==> src/rtl/sub32_seq.sv <==
// sub32_seq -- time-folded ripple subtractor.
//
// Computes D = A - B - BI one SLICE-bit chunk per clock, starting with the
// least significant chunk. The subtraction is formed as A + ~B + ~BI through
// one SLICE+1 bit adder, and the carry is held in a register between cycles.
// This trades latency (WIDTH/SLICE cycles) for a very small adder.
//
// Ports:
//   clk    rising-edge clock
//   reset  synchronous, active-high reset (overrides everything)
//   start  operation request, accepted in IDLE or DONE only
//   a      minuend,    sampled on the accepting edge only
//   b      subtrahend, sampled on the accepting edge only
//   bi     borrow in,  sampled on the accepting edge only
//   busy   high while the slices are being processed
//   done   one-cycle pulse, d/bo/ovf valid from this cycle on
//   d      registered difference (modulo 2^WIDTH)
//   bo     registered borrow out (1 = unsigned a < b + bi)
//   ovf    registered signed two's-complement overflow
module sub32_seq #(
  parameter int WIDTH = 32,
  parameter int SLICE = 4
) (
  input  logic             clk,
  input  logic             reset,
  input  logic             start,
  input  logic [WIDTH-1:0] a,
  input  logic [WIDTH-1:0] b,
  input  logic             bi,
  output logic             busy,
  output logic             done,
  output logic [WIDTH-1:0] d,
  output logic             bo,
  output logic             ovf
);

  localparam int N     = WIDTH / SLICE;
  localparam int CNT_W = (N > 1) ? $clog2(N) : 1;
  localparam logic [CNT_W-1:0] LAST = CNT_W'(N - 1);

  typedef enum logic [1:0] {
    IDLE = 2'd0,
    RUN  = 2'd1,
    DONE = 2'd2
  } state_t;

  state_t           state_q;
  logic [CNT_W-1:0] cnt_q;
  logic [WIDTH-1:0] wa_q;      // minuend
  logic [WIDTH-1:0] wb_q;      // inverted subtrahend
  logic [WIDTH-1:0] wr_q;      // partial result, filled slice by slice
  logic             c_q;       // carry between slices (inverted borrow)
  logic             bsign_q;   // original sign of b, needed for ovf
  logic             busy_q;
  logic             done_q;
  logic [WIDTH-1:0] d_q;
  logic             bo_q;
  logic             ovf_q;

  logic [SLICE:0]   slice_sum;
  logic [WIDTH-1:0] wr_d;
  logic             ovf_d;

  // One slice of the folded ripple chain. The adder is exactly SLICE+1 bits
  // wide; its top bit is the carry into the next slice.
  always_comb begin
    // NOTE: every combinational output gets a default first so no path
    // through the block leaves it unassigned, which would infer a latch.
    slice_sum = '0;
    wr_d      = wr_q;
    ovf_d     = 1'b0;
    slice_sum = {1'b0, wa_q[int'(cnt_q)*SLICE +: SLICE]}
              + {1'b0, wb_q[int'(cnt_q)*SLICE +: SLICE]}
              + {{SLICE{1'b0}}, c_q};
    wr_d[int'(cnt_q)*SLICE +: SLICE] = slice_sum[SLICE-1:0];
    // Overflow only possible when operand signs differ and the result sign
    // departs from the minuend's sign.
    ovf_d = (wa_q[WIDTH-1] != bsign_q) && (wr_d[WIDTH-1] != wa_q[WIDTH-1]);
  end

  // NOTE: all state is updated with non-blocking assignments so every
  // register samples the pre-edge values regardless of statement order.
  always_ff @(posedge clk) begin
    if (reset) begin
      state_q <= IDLE;
      cnt_q   <= '0;
      wa_q    <= '0;
      wb_q    <= '0;
      wr_q    <= '0;
      c_q     <= 1'b0;
      bsign_q <= 1'b0;
      busy_q  <= 1'b0;
      done_q  <= 1'b0;
      d_q     <= '0;
      bo_q    <= 1'b0;
      ovf_q   <= 1'b0;
    end else begin
      unique case (state_q)
        IDLE, DONE: begin
          done_q <= 1'b0;
          if (start) begin
            wa_q    <= a;
            wb_q    <= ~b;
            c_q     <= ~bi;
            bsign_q <= b[WIDTH-1];
            cnt_q   <= '0;
            busy_q  <= 1'b1;
            state_q <= RUN;
          end else begin
            state_q <= IDLE;
          end
        end
        RUN: begin
          wr_q  <= wr_d;
          c_q   <= slice_sum[SLICE];
          cnt_q <= cnt_q + 1'b1;
          if (cnt_q == LAST) begin
            // Completing edge: publish the merged result and flags.
            cnt_q   <= '0;
            d_q     <= wr_d;
            bo_q    <= ~slice_sum[SLICE];
            ovf_q   <= ovf_d;
            done_q  <= 1'b1;
            busy_q  <= 1'b0;
            state_q <= DONE;
          end
        end
        default: begin
          state_q <= IDLE;
          busy_q  <= 1'b0;
          done_q  <= 1'b0;
        end
      endcase
    end
  end

  assign busy = busy_q;
  assign done = done_q;
  assign d    = d_q;
  assign bo   = bo_q;
  assign ovf  = ovf_q;

endmodule

==> config.mk <==
export PLATFORM = sky130hd
export DESIGN_NAME = sub32_seq
export DESIGN_NICKNAME = d
export VERILOG_FILES = /design/src/rtl/sub32_seq.sv
export SDC_FILE = /design/constraint.sdc
export NUM_CORES = 1
export LEC_CHECK = 0
export ABC_AREA = 1
export ABC_CLOCK_PERIOD_IN_PS = 6200
export BUFFER_PORTS_ARGS = -buffer_cell sky130_fd_sc_hd__buf_2
export CAP_MARGIN = 20
export CORE_UTILIZATION = 50
export CTS_BUF_LIST = sky130_fd_sc_hd__clkbuf_2
export DETAILED_ROUTE_END_ITERATION = 6
export PLACE_DENSITY = 0.72
export SYNTH_ARGS = -nofsm -noshare
export SYNTH_HDL_FRONTEND = slang
export SYNTH_SLANG_ARGS = --single-unit
==> constraint.sdc <==
create_clock -name clk -period 6.2 [get_ports clk]
set_input_delay 0.93 -clock clk [delete_from_list [all_inputs] [get_ports clk]]
set_output_delay 0.93 -clock clk [all_outputs]
set_load 0.05 [all_outputs]
==> summary.txt <==
Placed design
  • Post-Place Cells: around 1100
  • GP Congestion: 0.805
  • Post-DP HPWL: 9550 um
  • Buffers added on ports: approximately 100

Routing
  • DR WL/cell: approximately 13 um
  • Final WL: ~14000 um
  • DRT iter0 DRCs: just under 400
  • Vias: 5621
  • Router iterations before antenna repair: 5
  • Antenna Nets Post-Route: 0
  • Number of vias per cell: between 5 and 6
  • Residual DRC count: 0

Floorplan
  • Core area: about 0.012 sq mm
  • Initial Utilization: roughly half
  • Top Ports: around 100
  • Die X: roughly 110 um
  • Die area: 0.0129 sq mm
  • Die Height: around 110 um
  • Core Rows: 40

Critical path
  • Crit-path cells: inv_1 > o21ai_0 > o22ai_1 > nor2_1 > a31oi_1 > fa_1 > inv_1 > fa_1 > xor2_1 > nor2_1 > nand2_1 > o21ai_0 > o21ai_0 > inv_1
  • WP data required: 6.84 ns
  • CP Max Fanout: 17
  • CP endpoint kind: flop
  • Crit path launch type: flop
  • Crit-path slowest cell: inv_1
  • Critical path type: reg -> reg
  • CP peak stage delay: around 0.43 ns
  • Critical path arrival: 3.83 ns

Clocking
  • Clock tree buffer depth: 2
  • Total CTS buffers: 17
  • CTS tree: built
  • Sink Count: ~140
  • CTS resizes: 0
  • Clk Tree Root Cell: clkbuf_2
  • # Post-CTS Setup Buffers: 0
  • Clock transition at path regs: roughly 0.2 ns
  • Skew-Pair Late Insertion Delay: 0.74 ns
  • CTS H-tree depth: 4
  • Post-CTS Hold Buffers: 0

Status
  • Status: completed

GRT
  • Vias in the first global route: between 4000 and 5000
  • Congestion Overflow GR: 0
  • Global Route Usage Sum: between 20% and 30%
  • Global-route wire length before repair: between 20000 and 25000 um
  • Largest net degree at the start of global routing: about 100
  • Initial antenna violation count: 0

Logic synthesis
  • Synthesized net count: between 900 and 1000
  • Sequential share of the synthesized area: between 40% and 50%
  • Syn_area_per_cell: ~7.3 sq um
  • Netlist Area Pre-Place: 0.00624 sq mm
  • Yosys cell types: 34
  • Syn Inst Count: between 800 and 900
  • FF+latch count, synth: 139
  • Yosys warns: 0

Hold path
  • Hold Path Class: in -> reg

Run
  • MaxCap Viol Count: 0

Cells and area
  • Number of fill cells: 1235
  • Area growth syn-to-layout: 11.3%
  • Finished Layout Cells: 1108
  • Nets: 1009
  • Most frequent cells in the layout: o21ai_0 (186), dfxtp_1 (139), nor2_1 (136)
  • Share of cells above drive strength 1: between 15 and 20%
  • Commonest non-fill, non-tap cell in the layout: o21ai_0
  • Final core area utilization: 57.4%

Timing
  • Final critical-path share of the clock period: roughly half
  • RSZ-0062 raised after global routing: false
  • Setup Skew: between 0.03 and 0.04 ns
  • Final setup vio count: 0
  • Final Max Tran Viols: 0
  • Max Freq: 313 MHz
  • WHS: around 0.34 ns
  • Count of final hold-check violations: 0
  • Worst Tran Pin Value: roughly 0.95 ns
  • Worst slew margin: a little over a third
  • Setup TNS Final: 0 ns
  • Final Critical Period: roughly 3.2 ns

Power and ir drop
  • Power per cell area: approximately 250 mW/mm^2
  • LEAKAGE: roughly 3.3 nW
  • VDD IR max: roughly 0.00013 V
  • Final Power: about 1.8 mW
## through the flow
stage          area (sq um)  setup WS, ns
6_report               6950          3.01
5_1_grt                6940          2.69
4_1_cts                6940          3.05
3_5_place_dp           6740          2.95
3_3_place_gp           6740          3.04
2_1_floorplan          6240          3.35
## final timing paths
check / start / slack (ns) / end / cells past startpoint
worst max register to register: cnt_q[1]$_SDFFE_PP0P_ / 3.01 / wr_q[26]$_SDFFE_PP0P_ / 14
worst max-delay path: cnt_q[1]$_SDFFE_PP0P_ / 3.01 / wr_q[26]$_SDFFE_PP0P_ / 14
worst min-delay path: b[10] / 0.34 / wb_q[10]$_SDFFE_PP0P_ / 2
worst min register to register: busy$_SDFFE_PP0P_ / 0.49 / busy$_SDFFE_PP0P_ / 2
## area by class of cell
class,instances,area (sq um),area share (%)
Sequential cell,139,2780,40.1
Multi-Input combinational cell,546,2760,39.7
Timing Repair Buffer,108,553,7.96
Inverter,117,439,6.32
Tap cell,168,210,3.03
Clock inverter,9,101,1.46
Clock buffer,20,100,1.44
Antenna cell,1,2.50,0.0360
## worst max-delay path: cells and delay by family (launching register included)
| kind | cells | cell delay (ns) |
|---|---|---|
| compound gates | 5 | 0.94 |
| fa+ha+maj | 2 | 0.66 |
| buf+inv | 3 | 0.54 |
| flops | 1 | 0.35 |
| xor+xnor | 1 | 0.33 |
| simple gates | 3 | 0.27 |
## registers in the layout, indices dropped and copies added (netlist names)
signal,cells
wa_q,32
d,32
cnt_q,3
done,1
bo,1
wb_q,32
busy,1
state_q,2
c_q,1
bsign_q,1
wr_q,32
ovf,1
## where the power goes
group | switching, mW | total (mW) | internal, mW
Sequential | 0.0238 | 0.974 | 0.950
Clock | 0.311 | 0.490 | 0.179
Combinational | 0.203 | 0.306 | 0.104
Total | 0.537 | 1.77 | 1.23
## metal layers
metal / wire (um) / vias up / part of all wire (%) / GRT usage, %
li1: - / 2951 / - / -
met1: 7400 / 2516 / 51 / 33.4
met2: 6180 / 134 / 43 / 33.7
met3: 695 / 20 / 4.8 / 5.31
met4: 201 / 0 / 1.4 / 9.21
met5: 0 / - / 0 / 0
## cells in the mapped netlist, drive strengths merged
| library cell | n | area share, % |
|---|---|---|
| xor2 | 1 | 0.14 |
| a221oi | 1 | 0.14 |
| nor3 | 9 | 0.90 |
| a31oi | 6 | 0.60 |
| fa | 2 | 0.64 |
| nand4 | 2 | 0.20 |
| nand2 | 53 | 3.2 |
| clkinv | 1 | 0.060 |
| o21bai | 28 | 3.4 |
| ha | 10 | 2.0 |
| nand3 | 16 | 1.3 |
| buf | 11 | 0.96 |
| clkbuf | 38 | 2.6 |
| clkdlybuf4s50 | 1 | 0.18 |
| mux2i | 2 | 0.32 |
| o21a | 4 | 0.48 |
| dlygate4sd1 | 2 | 0.28 |
| o211ai | 1 | 0.12 |
| dlymetal6s2s | 1 | 0.20 |
| or2 | 3 | 0.30 |
| o21ai | 187 | 15 |
| nor2 | 139 | 8.7 |
| o22ai | 10 | 1.0 |
| a21oi | 72 | 5.8 |
| dfxtp | 139 | 45 |
| inv | 116 | 7.0 |
## cell families after synthesis
logic type,count (synthesis),synth area share (%)
AO/OA/AOI/OAI,309,26.5
XOR/XNOR,1,0.140
adder cells (fa/ha/maj),12,2.65
buffers and inverters,170,11.3
flip-flops,139,44.6
multiplexers,2,0.321
AND/OR/NAND/NOR,222,14.6
No activity file was read; power rests on OpenSTA's default activity.
